**src/rtl/id_fsm_param.sv**
```systemverilog
// ============================================================================
//  Module   : id_fsm_param
//  Purpose  : Letter-run/digit-run identifier recogniser with run and match
//             counters. Optional macro ID_UNDERSCORE_EN classes '_' as LETTER.
//  Revision : 1.0
// ============================================================================
`default_nettype none

module id_fsm_param #(
  parameter int unsigned MIN_ALPHA = 1,
  parameter int unsigned MIN_DIGIT = 1,
  parameter int unsigned CNT_W     = 8
) (
  input  logic             clk,
  input  logic             rst_n,
  input  logic             char_valid,
  input  logic [7:0]       char,
  output logic             out,
  output logic [1:0]       state,
  output logic [CNT_W-1:0] alpha_run,
  output logic [CNT_W-1:0] digit_run,
  output logic [CNT_W-1:0] match_cnt
);

  typedef enum logic [1:0] {
    ST_IDLE  = 2'd0,
    ST_ALPHA = 2'd1,
    ST_DIGIT = 2'd2
  } state_t;

  localparam logic [CNT_W-1:0] c_cnt_max   = {CNT_W{1'b1}};
  localparam logic [CNT_W-1:0] c_cnt_one   = {{(CNT_W-1){1'b0}}, 1'b1};
  localparam logic [CNT_W-1:0] c_cnt_zero  = {CNT_W{1'b0}};
  localparam logic [CNT_W-1:0] c_min_alpha = CNT_W'(MIN_ALPHA);
  localparam logic [CNT_W-1:0] c_min_digit = CNT_W'(MIN_DIGIT);

  state_t           r_state;
  logic [CNT_W-1:0] r_alpha_run;
  logic [CNT_W-1:0] r_digit_run;
  logic [CNT_W-1:0] r_match_cnt;

  state_t           w_state_next;
  logic [CNT_W-1:0] w_alpha_next;
  logic [CNT_W-1:0] w_digit_next;
  logic [CNT_W-1:0] w_match_next;
  logic             w_is_letter;
  logic             w_is_digit;
  logic             w_out_cur;
  logic             w_out_next;

  // Character classification
  always_comb begin
    w_is_letter = ((char >= 8'h61) && (char <= 8'h7A)) ||
                  ((char >= 8'h41) && (char <= 8'h5A));
`ifdef ID_UNDERSCORE_EN
    if (char == 8'h5F) begin
      w_is_letter = 1'b1;
    end
`endif
    w_is_digit = (char >= 8'h30) && (char <= 8'h39);
  end

  // Next-state and run-counter logic
  always_comb begin
    w_state_next = r_state;
    w_alpha_next = r_alpha_run;
    w_digit_next = r_digit_run;
    if (char_valid) begin
      case (r_state)
        ST_IDLE: begin
          if (w_is_letter) begin
            w_state_next = ST_ALPHA;
            w_alpha_next = c_cnt_one;
            w_digit_next = c_cnt_zero;
          end else begin
            w_state_next = ST_IDLE;
          end
        end
        ST_ALPHA: begin
          if (w_is_letter) begin
            w_alpha_next = (r_alpha_run == c_cnt_max) ? r_alpha_run
                                                      : r_alpha_run + c_cnt_one;
          end else if (w_is_digit) begin
            w_state_next = ST_DIGIT;
            w_digit_next = c_cnt_one;
          end else begin
            w_state_next = ST_IDLE;
            w_alpha_next = c_cnt_zero;
            w_digit_next = c_cnt_zero;
          end
        end
        ST_DIGIT: begin
          if (w_is_digit) begin
            w_digit_next = (r_digit_run == c_cnt_max) ? r_digit_run
                                                      : r_digit_run + c_cnt_one;
          end else if (w_is_letter) begin
            w_state_next = ST_ALPHA;
            w_alpha_next = c_cnt_one;
            w_digit_next = c_cnt_zero;
          end else begin
            w_state_next = ST_IDLE;
            w_alpha_next = c_cnt_zero;
            w_digit_next = c_cnt_zero;
          end
        end
        default: begin
          w_state_next = ST_IDLE;
          w_alpha_next = c_cnt_zero;
          w_digit_next = c_cnt_zero;
        end
      endcase
    end
  end

  // A new token always enters ALPHA (unmatched) first, so a rising edge of
  // the match condition marks exactly one matched token.
  always_comb begin
    w_out_cur  = (r_state == ST_DIGIT) && (r_alpha_run >= c_min_alpha) &&
                 (r_digit_run >= c_min_digit);
    w_out_next = (w_state_next == ST_DIGIT) && (w_alpha_next >= c_min_alpha) &&
                 (w_digit_next >= c_min_digit);
    w_match_next = r_match_cnt;
    if (char_valid && w_out_next && !w_out_cur && (r_match_cnt != c_cnt_max)) begin
      w_match_next = r_match_cnt + c_cnt_one;
    end
  end

  always_ff @(posedge clk or negedge rst_n) begin
    if (!rst_n) begin
      r_state     <= ST_IDLE;
      r_alpha_run <= c_cnt_zero;
      r_digit_run <= c_cnt_zero;
      r_match_cnt <= c_cnt_zero;
    end else begin
      r_state     <= w_state_next;
      r_alpha_run <= w_alpha_next;
      r_digit_run <= w_digit_next;
      r_match_cnt <= w_match_next;
    end
  end

  assign out       = w_out_cur;
  assign state     = r_state;
  assign alpha_run = r_alpha_run;
  assign digit_run = r_digit_run;
  assign match_cnt = r_match_cnt;

endmodule

`default_nettype wire

```
**config.mk**
```make
export PLATFORM = sky130hd
export DESIGN_NAME = id_fsm_param
export DESIGN_NICKNAME = d
export VERILOG_FILES = /design/src/rtl/id_fsm_param.sv
export SDC_FILE = /design/constraint.sdc
export NUM_CORES = 1
export LEC_CHECK = 0
export BUFFER_PORTS_ARGS = -buffer_cell sky130_fd_sc_hd__buf_2
export CAP_MARGIN = 20
export CELL_PAD_IN_SITES_DETAIL_PLACEMENT = 2
export CELL_PAD_IN_SITES_GLOBAL_PLACEMENT = 2
export CORE_UTILIZATION = 25
export DETAILED_ROUTE_END_ITERATION = 7
export MAX_ROUTING_LAYER = met4
export PLACE_DENSITY = 0.6
export SYNTH_ARGS = -nofsm -noshare
export SYNTH_HDL_FRONTEND = slang
export SYNTH_SLANG_ARGS = --single-unit
```
**constraint.sdc**
```tcl
create_clock -name clk -period 5.4 [get_ports clk]
set_input_delay 0.54 -clock clk [delete_from_list [all_inputs] [get_ports clk]]
set_output_delay 0.54 -clock clk [all_outputs]
set_load 0.03 [all_outputs]
```
After elaboration in Yosys (flattened, before gate mapping):

Index checks and enable logic that the tools add are counted.

* input port bits: 11
* register bits after elaboration: 26
* word-level logic and storage cells: 57
* output and inout port bits: 27

* eq/ne operators: 6
* order comparisons: 10
* add/subtract/negate cells: 3
* muxes and demuxes: 21
* reductions and logical operators: 13

Operator list (number)
* two-way mux 8 bit: 11
* case mux 8 bit (3 select lines): 2
* greater-or-equal comparator 8 x 1 -> 1 bit, second input constant: 4
* adder 8 x 1 -> 8 bit, second input constant: 3
* equality test 8 bit, second input constant: 2
* greater-or-equal comparator 8 x 7 -> 1 bit, second input constant: 2
* less-or-equal comparator 8 x 7 -> 1 bit, second input constant: 2
* logical AND 1 bit: 10
* greater-or-equal comparator 8 x 6 -> 1 bit, second input constant: 1
* less-or-equal comparator 8 x 6 -> 1 bit, second input constant: 1
* two-way mux 2 bit: 4
* != test 8 bit, second input constant: 1
* case mux 2 bit (3 select lines): 1
* equality test 2 bit, second input constant: 2
* two-way mux 1 bit: 3
* equality test 2 x 1 -> 1 bit, second input constant: 1
* logical NOT 2 bit: 1
* logical NOT 1 bit: 1
* logical OR 1 bit: 1

Logic depth before layout (Yosys ltp):

Gate-level depths: netlist (run 1).

* depth after elaboration: 13
* depth in mapped cells: 10
* gate-level depth less buffers: 9

Worst setup path before layout (run 1):

Ideal clock, no wire load.

* kind: reg-to-reg
* start: reg r_digit_run[0], in the netlist digit_run[0]
* end: reg r_match_cnt[1], in the netlist match_cnt[1]
* period minus slack after synthesis: 2.925 ns
* buffers on the path: 1
* setup time: 0.125 ns
* path slack: 2.475 ns
* stages on the path, launching flop included: 10
* data arrival time: 2.800 ns
* data required time: 5.275 ns
* path through: dfrtp_1 ha_1 nand4_1 or2_2 a31o_2 a211o_1 or4_1 buf_6 nand3_4 mux2_4

* cells in the longest elaborated chain, start to end: 10
* elaborated cells on any way between the ends: 16
* those cells by class: 1 x add/sub; 2 x order compare; 1 x eq/ne; 6 x mux; 6 x reduce/logical

RTL lines
* start: declaration: line 39 `logic [CNT_W-1:0] r_digit_run;`
* start signal: assignment: line 132 `r_digit_run <= c_cnt_zero;`
* start signal: assignment: line 137 `r_digit_run <= w_digit_next;`
* adder 8 x 1 -> 8 bit / equality test 8 bit (equally long branches): line 95, 94
* two-way mux 8 bit: line 94 `w_digit_next = (r_digit_run == c_cnt_max) ? r_digit_run`
* two-way mux 8 bit: line 93 `if (w_is_digit) begin`
* case mux 8 bit (3 select lines): line 69 `case (r_state)`
* two-way mux 8 bit: line 68 `if (char_valid) begin`
* greater-or-equal comparator 8 x 1 -> 1 bit: line 121 `(w_digit_next >= c_min_digit);`
* logical AND 1 bit: line 120 `w_out_next = (w_state_next == ST_DIGIT) && (w_alpha_next >= c_min_alpha) &&`
* logical AND 1 bit: line 123 `if (char_valid && w_out_next && !w_out_cur && (r_match_cnt != c_cnt_max)) begin`
* logical AND 1 bit (*) (2 in a row): line 123
* end signal: assignment: line 133 `r_match_cnt <= c_cnt_zero;`
* end signal: assignment: line 138 `r_match_cnt <= w_match_next;`
* end: declaration: line 40 `logic [CNT_W-1:0] r_match_cnt;`

Mark *: on every way between the ends. The rest lies on a longest branch, timed or not.
A chain may end at the register's enable or synchronous reset.

Final worst setup path (run 1):

* start: in char[0]
* end: reg r_match_cnt[1], in the netlist match_cnt[1]

* cells in the longest elaborated chain, start to end: 13
* elaborated cells on any way between the ends: 37
* those cells by class: 8 x order compare; 1 x eq/ne; 19 x mux; 9 x reduce/logical

RTL lines
* start: declaration: line 17 `input logic [7:0] char,`
* greater-or-equal comparator 8 x 7 -> 1 bit, or another cell as far along: line 53 `w_is_letter = ((char >= 8'h61) && (char <= 8'h7A)) ||`
* logical AND 1 bit, on equally long branches: line 53, 54
* logical OR 1 bit: line 53
* two-way mux 1 bit: line 71, 96
* two-way mux 8 bit / two-way mux 2 bit (equally long branches): line 93
* case mux 8 bit (3 select lines) / case mux 2 bit (3 select lines) (equally long branches): line 69
* two-way mux 8 bit / two-way mux 2 bit (equally long branches): line 68
* greater-or-equal comparator 8 x 1 -> 1 bit / equality test 2 bit (equally long branches): line 120
* logical AND 1 bit: line 120
* logical AND 1 bit (*): line 120
* logical AND 1 bit (*) (3 in a row): line 123

Marked as above.

==> results of run 1 <==
synthesized netlist by cell type (3+ instances only):
master	count
nand2_1	16
o21a_1	5
or2_2	3
a21boi_0	3
nor2_1	7
a21o_1	5
ha_1	7
nand4_1	10
o22ai_1	5
nor3_1	6
and2_1	5
nand3_1	14
a2111o_1	3
and3_1	7
and4_1	5
a21oi_1	10
buf_2	6
nor2b_1	5
clkbuf_1	4
xnor2_1	7
o21ai_0	6
a41oi_1	5
inv_1	8
o211ai_1	3
a31oi_1	10
dfrtp_1	26
area by class of cell:
class / instances / area [um2]
clock buffers: 3 / 41.3
flip-flops and latches: 26 / 651
clock inverters: 1 / 30.0
multi-input cells: 193 / 1390
fillers: 950 / 5760
repair buffers: 37 / 185
inverters: 8 / 30.0
well taps: 105 / 131
worst reg2reg max path, cell delays in order (launching register included):
cell and delay, ps:
dfrtp_1 590, or4b_4 650, nor4_4 470, a21boi_0 210
a31oi_1 340, a2111o_1 150, or4_1 290, nand3_4 130
mux2_4 320
worst paths after layout:
kind                              start            to  slack [ps]  cells after the start
setup reg to reg               state[0]  match_cnt[1]        2160                      8
min in group clk           match_cnt[6]  match_cnt[6]         510                      1
hold / removal                    rst_n  alpha_run[7]         270                      1
setup / recovery                char[0]  match_cnt[1]        2070                      9
max in group asynchronous         rst_n  match_cnt[1]        4730                      1
hold reg to reg            match_cnt[6]  match_cnt[6]         510                      1
report_power, final:
group,internal [W],total [W],switching [W]
sequential,0.000198,0.000209,0.0000105
clock,0.0000993,0.000167,0.0000678
combinational,0.0000304,0.0000950,0.0000646
total,0.000328,0.000471,0.000143
per-stage QoR:
stage               setup WS (ps)  instances  hold slack, ps
floorplan                    2470        238             244
global placement             1960        369             499
detailed placement           1790        369             499
CTS                          2080        373             297
global route                 1810        373             307
finish                       2070        373             269
logic make-up after synthesis:
kind of cell             after synthesis  synth area share, %
AND/OR/NAND/NOR                      100                 29.6
adder cells (fa/ha/maj)                7                 4.12
flip-flops                            26                 30.6
multiplexers                           1                0.707
XOR/XNOR                               7                 2.89
buffers and inverters                 19                 4.06
AO/OA/AOI/OAI                         78                 28.0
per-layer routing:
metal | global-route usage (%) | part of all wire, % | vias to the layer above
li1 | - | - | 1005
met1 | 25.1 | 49 | 1076
met2 | 29.3 | 48 | 35
met3 | 1.29 | 2.7 | 5
met4 | 3.46 | 0.79 | 0
met5 | - | 0 | -
flip-flops by register name, summed over array words and instances (netlist names):
register,count
match_cnt,8
state,2
alpha_run,8
digit_run,8
==> flow_summary.toml, run 1 <==
[timing]
finalCritPeriodShare_pct = 61.6
drv_slew = 0
max_freq_mhz = 301
slew_headroom_pct = 34.5
rsz0062_at_grt = "no"
finalSetupViolCount = 0
fin_tns_setup_ps = 0
fin_crit_ps = 3330
finalHoldViolCount = 0
finalClockSkew_ps = 2.67
worst_pin_slew_ps = 983

[power_and_ir_drop]
p_total_w = 0.000471
p_per_area_nw_per_um2 = 192
vdd_ir_drop_max_mv = 0.0835
p_leak_nw = 1.07

[routing]
wire_per_inst_um = 20.3
vias = 2121
ant_nets = 0
avgViaCountPerCell = 5.69
first_pass_iters = 4
drt-total-wl_mm = 7.56
first_iter_violations = 48
drc = 0

[critical_path]
crit_path_end_kind = "flop"
slowest_stage = "a22oi_1"
cp_top_family = "compound AO/OA/AOI/OAI gates"
cpPeakStageDelay_ps = 800
path_cells = "buf_2, a21o_1, a22oi_1, a221o_2, nand2_1, a2111oi_0, nand3_2, nand3_4, mux2_4"
critPathKind = "in -> reg"
cp-start-kind = "primary input"
critPathMaxFanout = 11
crit_arrival_ps = 3500
path_buf_inv = 1
required_ps = 5570

[clock_network]
root_buffer = "clkbuf_8"
clkTransAtPathRegs_ps = 100
cts_resized = 0
cts_buffers = 3
cts_sinks = 26
clock_path_buffers = 2
cts_setup_buffers = 0
cts-htree-levels = 1
clk_latency_ps = 280
cts_hold_buf = 0
cts_tree = "done"

[global_route]
grt_pass1_wl_mm = 12.2
grtUsageTotal_pct = 18.2
grt_max_degree = 27
grt_overflow = 0
grt_pass1_vias = 2216
antenna_found_initial = 0

[flow_run]
cap_violations = 0

[synthesis]
synth_ff_type = "dfrtp_1"
synth_seq_cells = 26
ys_types = 63
seq_area_frac_synth_pct = 30.6
synth_top_cells_by_area = "dfrtp_1 31%, ha_1 4.1%, nand3_1 3.3%"
ys_warn_count = 0
synth.net_count = 256
syn_area_per_cell_um2 = 8.93
synthCells = 238
synthArstFlopShare_pct = 100
yosysTopAreaCellShare_pct = 30.6
synthesis.area_um2 = 2120
yosys.area.top_type = "dfrtp_1"
synth_enable_flop_cells = 0

[layout]
final_cell_mix = "37 x buf_2, 26 x dfrtp_1, 16 x nand2_1"
nets = 287
antenna_cells = 0
drive_gt1_share_pct = 22.0
final_area_um2 = 2460
synthToLayoutAreaGrowth_pct = 15.6
final_util_pct = 29.9
final_common_cell = "buf_2"

[floorplanning]
io_pins = 38
rows = 33
die_w_um = 94.2
initial_core_util_pct = 25.9
die_height_um = 94.2
coreArea_um2 = 8220
dieArea_um2 = 8870

[placed_design]
dp_hpwl_mm = 5.72
globalplace.congestion = 0.829
io_buffer_count = 37
dpl_cell_area_um2 = 2380

[run_status]
status = "finished clean"

[worst_hold_path]
hp-class = "in -> async"
(Power assumes the default switching activity.)
==> run 2: changes to the inputs <==
PLACE_DENSITY = 0.62   (was 0.6)
clock period = 2.9 ns   (was 5.4 ns; I/O delays follow)
==> run 2 against run 1 <==
  * Hold slack worse by 240 ps
  * Wire length grew 4.5%
  * Highest routed layer unchanged
  * Combinational power increased by 140%
  * Setup slack worse by 1900 ps
  * Critical path depth decreased by 1
  * Register-to-register slack worse by 2000 ps
  * Clock-buffer cell count unchanged
  * Largest power group unchanged
  * Sequential share of layout area decreased by 2.9 points
  * Cell count up 11%
  * Global-route usage grew 1.4 points
==> flow_summary.toml, run 2 (synthesis results as in run 1) <==
[global_route]
grt_pass1_vias = 2383
antenna_found_initial = 0
use_met1_pct = 26.2
grt_overflow = 0
grtUsageMet3_pct = 1.29
grt.busiest_layer = "met2"
grtUsageTotal_pct = 19.6
grt_max_degree = 27
grt_pass1_wl_mm = 13.1
grt_use_met2_pct = 32.8

[timing]
hold_ws_ps = 25.0
fin_tns_setup_ps = 0
finalClockSkew_ps = 2.19
finalSetupViolCount = 0
finalCritPeriodShare_pct = 95.2
max_freq_mhz = 362
worst_pin_slew_ps = 644
drv_slew = 0
finalHoldViolCount = 0
rsz0062_at_grt = "no"
slew_headroom_pct = 57.1
fin_crit_ps = 2760

[critical_path]
cp-start-kind = "flop"
path_cells = "ha_2, nand4_1, or2_2, a31o_2, a211o_1, or4_4, nand3_4, mux2_4"
slowest_stage = "or4_4"
cpPeakStageDelay_ps = 520
path_buf_inv = 0
cp_top_family = "simple AND/OR/NAND/NOR gates"
crit_path_end_kind = "flop"
critPathMaxFanout = 6
critPathKind = "reg -> reg"
crit_arrival_ps = 2930
required_ps = 3070

[floorplanning]
coreArea_um2 = 8220
rows = 33
io_pins = 38
initial_core_util_pct = 25.9
die_w_um = 94.2
dieArea_um2 = 8870
die_height_um = 94.2

[clock_network]
cts_sinks = 26
clock_path_buffers = 2
cts_buffers = 3
root_buffer = "clkbuf_8"
cts_tree = "done"
cts-htree-levels = 1
cts_setup_buffers = 0
clk_latency_ps = 270
clkTransAtPathRegs_ps = 100
cts_hold_buf = 0

[layout]
synthToLayoutAreaGrowth_pct = 30.3
drive_gt1_share_pct = 34.1
antenna_cells = 0
nets = 327
final_cell_mix = "40 x buf_4, 37 x buf_2, 23 x dfrtp_1"
final_util_pct = 33.7
fillers = 962
final_common_cell = "buf_4"

[placed_design]
io_buffer_count = 37
dp_hpwl_mm = 6.28
globalplace.congestion = 0.842

[power_and_ir_drop]
p_leak_nw = 1.27
p_per_area_nw_per_um2 = 331
p_total_w = 0.000916
vdd_ir_drop_max_mv = 0.185

[worst_hold_path]
hp-class = "in -> async"

[routing]
wire_per_inst_um = 19.1
vias = 2263
ant_nets = 0
drc = 0
avgViaCountPerCell = 5.48
first_iter_violations = 74
drt-total-wl_mm = 7.90
first_pass_iters = 4

[flow_run]
cap_violations = 0

[run_status]
status = "finished clean"
-- run 2: power breakdown --
part | switching [W] | internal (W) | total, W
registers | 0.00000754 | 0.000369 | 0.000377
logic | 0.000140 | 0.0000849 | 0.000225
clock network | 0.000129 | 0.000185 | 0.000314
total | 0.000277 | 0.000639 | 0.000916
-- run 2: final cells by class --
type	count	area, um2	area share, %
clock buffer	3	41.3	1.49
clock inverter	1	30.0	1.08
inverter	8	30.0	1.08
multi-input combinational	193	1400	50.4
sequential	26	654	23.6
tap	105	131	4.74
timing repair buffer	77	485	17.5
-- run 2: path summary, 6_finish.rpt --
path                               from      endpoint  slack (ps)  cells after the start
max in group asynchronous         rst_n      state[1]        2420                      1
min in group clk             char_valid      state[0]         490                      3
max reg2reg                digit_run[1]  match_cnt[1]         140                      8
max                        digit_run[1]  match_cnt[1]         140                      8
min reg2reg                match_cnt[6]  match_cnt[6]         520                      1
min                               rst_n  digit_run[3]          30                      1
-- run 2: per-stage QoR --
step | instance area (um2) | setup WS [ps] | cells
2_1_floorplan | 2130 | 90.4 | 238
3_3_place_gp | 2690 | 108 | 409
3_5_place_dp | 2690 | 34.7 | 409
4_1_cts | 2760 | 13.9 | 413
5_1_grt | 2770 | 0.772 | 413
6_report | 2770 | 139 | 413
-- run 2: per-layer routing --
| layer | vias to the layer above | routed length (um) |
|---|---|---|
| met5 | - | 0 |
| met4 | 0 | 35 |
| met2 | 40 | 3830 |
| met3 | 2 | 195 |
| met1 | 1142 | 3840 |
| li1 | 1079 | - |
-- run 2: repair_timing --
action / CTS / global route
endpoints found under the setup margin: 0 / 7
endpoints found under the hold margin: 0 / 0
resized for setup: 0 / 5
==> run 3: changes to the inputs <==
==> constraint.sdc (replaced) <==
create_clock -name clk -period 2.9 [get_ports clk]
set_input_delay 0 -clock clk [delete_from_list [all_inputs] [get_ports clk]]
set_output_delay 0 -clock clk [all_outputs]
set_load 0.02 [all_outputs]
==> run 3 against run 2 <==
  * Sequential cell count is the same
  * Wire length shrank 3.0%
  * Sequential share of layout area grew 0.26 points
  * Fmax increased by 0.37%
  * Total power fell by 0.89%
  * Largest power group unchanged
==> flow_summary.toml, run 3 (synthesis results as in run 1) <==
[run_status]
status = "finished clean"

[power_and_ir_drop]
p_comb_share_pct = 24.5
seqPwrFrac_pct = 42.0
p_sw_w = 0.000265
vdd_ir_drop_max_mv = 0.148
p_leak_nw = 1.25
p_per_area_nw_per_um2 = 333
p_int_w = 0.000642
p_clk_share_pct = 33.5
switching_share_pct = 29.2

[routing]
ant_nets = 0
drt-total-wl_mm = 7.67
wl_met1_mm = 3.76
wire_per_inst_um = 18.8
vias = 2254
avgViaCountPerCell = 5.54
met3_length_um = 168
first_pass_iters = 4
drc = 0
top_layer_used = "met4"
wl_met2_mm = 3.69
first_iter_violations = 52

[timing]
finalSetupViolCount = 0
fin_crit_ps = 2750
max_freq_mhz = 364
fin_tns_setup_ps = 0
worst_pin_slew_ps = 632
hold_ws_ps = 92.8
slew_headroom_pct = 57.8
finalHoldViolCount = 0
finalClockSkew_ps = 2.52
layout_setup_ws_ps = 149
drv_slew = 0
finalCritPeriodShare_pct = 94.9

[layout]
antenna_cells = 0
final_cell_mix = "37 x buf_2, 33 x buf_4, 26 x dfrtp_1"
drive_gt1_share_pct = 30.8
regArea_um2 = 651
synthToLayoutAreaGrowth_pct = 28.2
fillers = 984
final_common_cell = "buf_2"
final_util_pct = 33.1
nets = 321
multi_input_area_um2 = 1400

[floorplanning]
coreArea_um2 = 8220
initial_core_util_pct = 25.9
dieArea_um2 = 8870
die_height_um = 94.2
rows = 33
io_pins = 38
die_w_um = 94.2

[critical_path]
cp-start-kind = "flop"
required_ps = 3060
worst-r2r-cell-count = 10
r2r_slack_ps = 150
crit_start = "state[0]"
reg2reg_to = "match_cnt[3]"
critPathKind = "reg -> reg"
crit_path_end_kind = "flop"
reg2reg_from = "state[0]"
critical_path.endpoint = "match_cnt[3]"
crit_arrival_ps = 2910
critPathMaxFanout = 10

[global_route]
grt_pass1_wl_mm = 12.6
grtUsageTotal_pct = 18.8
grt_overflow = 0
grt_max_degree = 27
antenna_found_initial = 0
grt_pass1_vias = 2314

[flow_run]
cap_violations = 0

[clock_network]
cts-htree-levels = 1
clk_latency_ps = 270
root_buffer = "clkbuf_8"
clock_path_buffers = 2
cts_sinks = 26
cts_tree = "done"
clkTransAtPathRegs_ps = 100
cts_buffers = 3

[placed_design]
dpl_worst_slack_ps = 86.4
globalplace.congestion = 0.777
dp_hpwl_mm = 6.10
io_buffer_count = 37

[worst_hold_path]
hp-start = "char_valid"
hp-class = "in -> reg"
[run 3: how the worst min path moves through the flow]
stage,end,depth (start not counted)
floorplan,alpha_run[0],0
global placement,digit_run[3],1
detailed placement,digit_run[3],1
CTS,digit_run[7],2
global route,digit_run[7],2
finish,digit_run[7],2
[run 3: area by class of cell]
type / instances / area share, %
Inverter: 8 / 1.10
Tap cell: 105 / 4.83
Sequential cell: 26 / 23.9
Multi-Input combinational cell: 193 / 51.3
Timing Repair Buffer: 71 / 16.3
Clock inverter: 1 / 1.10
Clock buffer: 3 / 1.52
[run 3: layer usage]
metal	up-vias	track usage, %
li1	1072	-
met1	1148	25.1
met2	30	31.5
met3	4	1.29
met4	0	3.46
met5	-	-
[run 3: power groups by stage]
| stage | Combinational [W] | Sequential [W] | Clock (W) |
|---|---|---|---|
| 3_5_place_dp | 0.000203 | 0.000388 | 0 |
| 4_1_cts | 0.000205 | 0.000381 | 0.000320 |
| 5_1_grt | 0.000244 | 0.000382 | 0.000333 |
| 3_3_place_gp | 0.000201 | 0.000388 | 0 |
| 6_report | 0.000223 | 0.000381 | 0.000304 |
| 2_1_floorplan | 0.000106 | 0.000396 | 0 |
[run 3: critical path: stages, from the launching register on]
cell	delay, ps
dfrtp_1	490
or4b_4	600
nor4_4	260
buf_4	190
a21oi_1	60
o22ai_1	260
a211o_1	150
or4_1	190
buf_4	160
nand4b_1	120
xnor2_1	150
[run 3: through the flow]
stage / cell area (um2) / total power (W) / instances
floorplan: 2120 / 0.000503 / 238
global placement: 2590 / 0.000588 / 396
detailed placement: 2590 / 0.000591 / 396
CTS: 2670 / 0.000906 / 401
global route: 2720 / 0.000959 / 407
finish: 2720 / 0.000908 / 407
[run 3: timing repair]
action / in CTS / in global routing
buffers inserted: 0 / 6
setup endpoints to repair: 0 / 7
hold endpoints to repair: 26 / 0
gates resized for setup: 0 / 2
hold buffers: 1 / 0
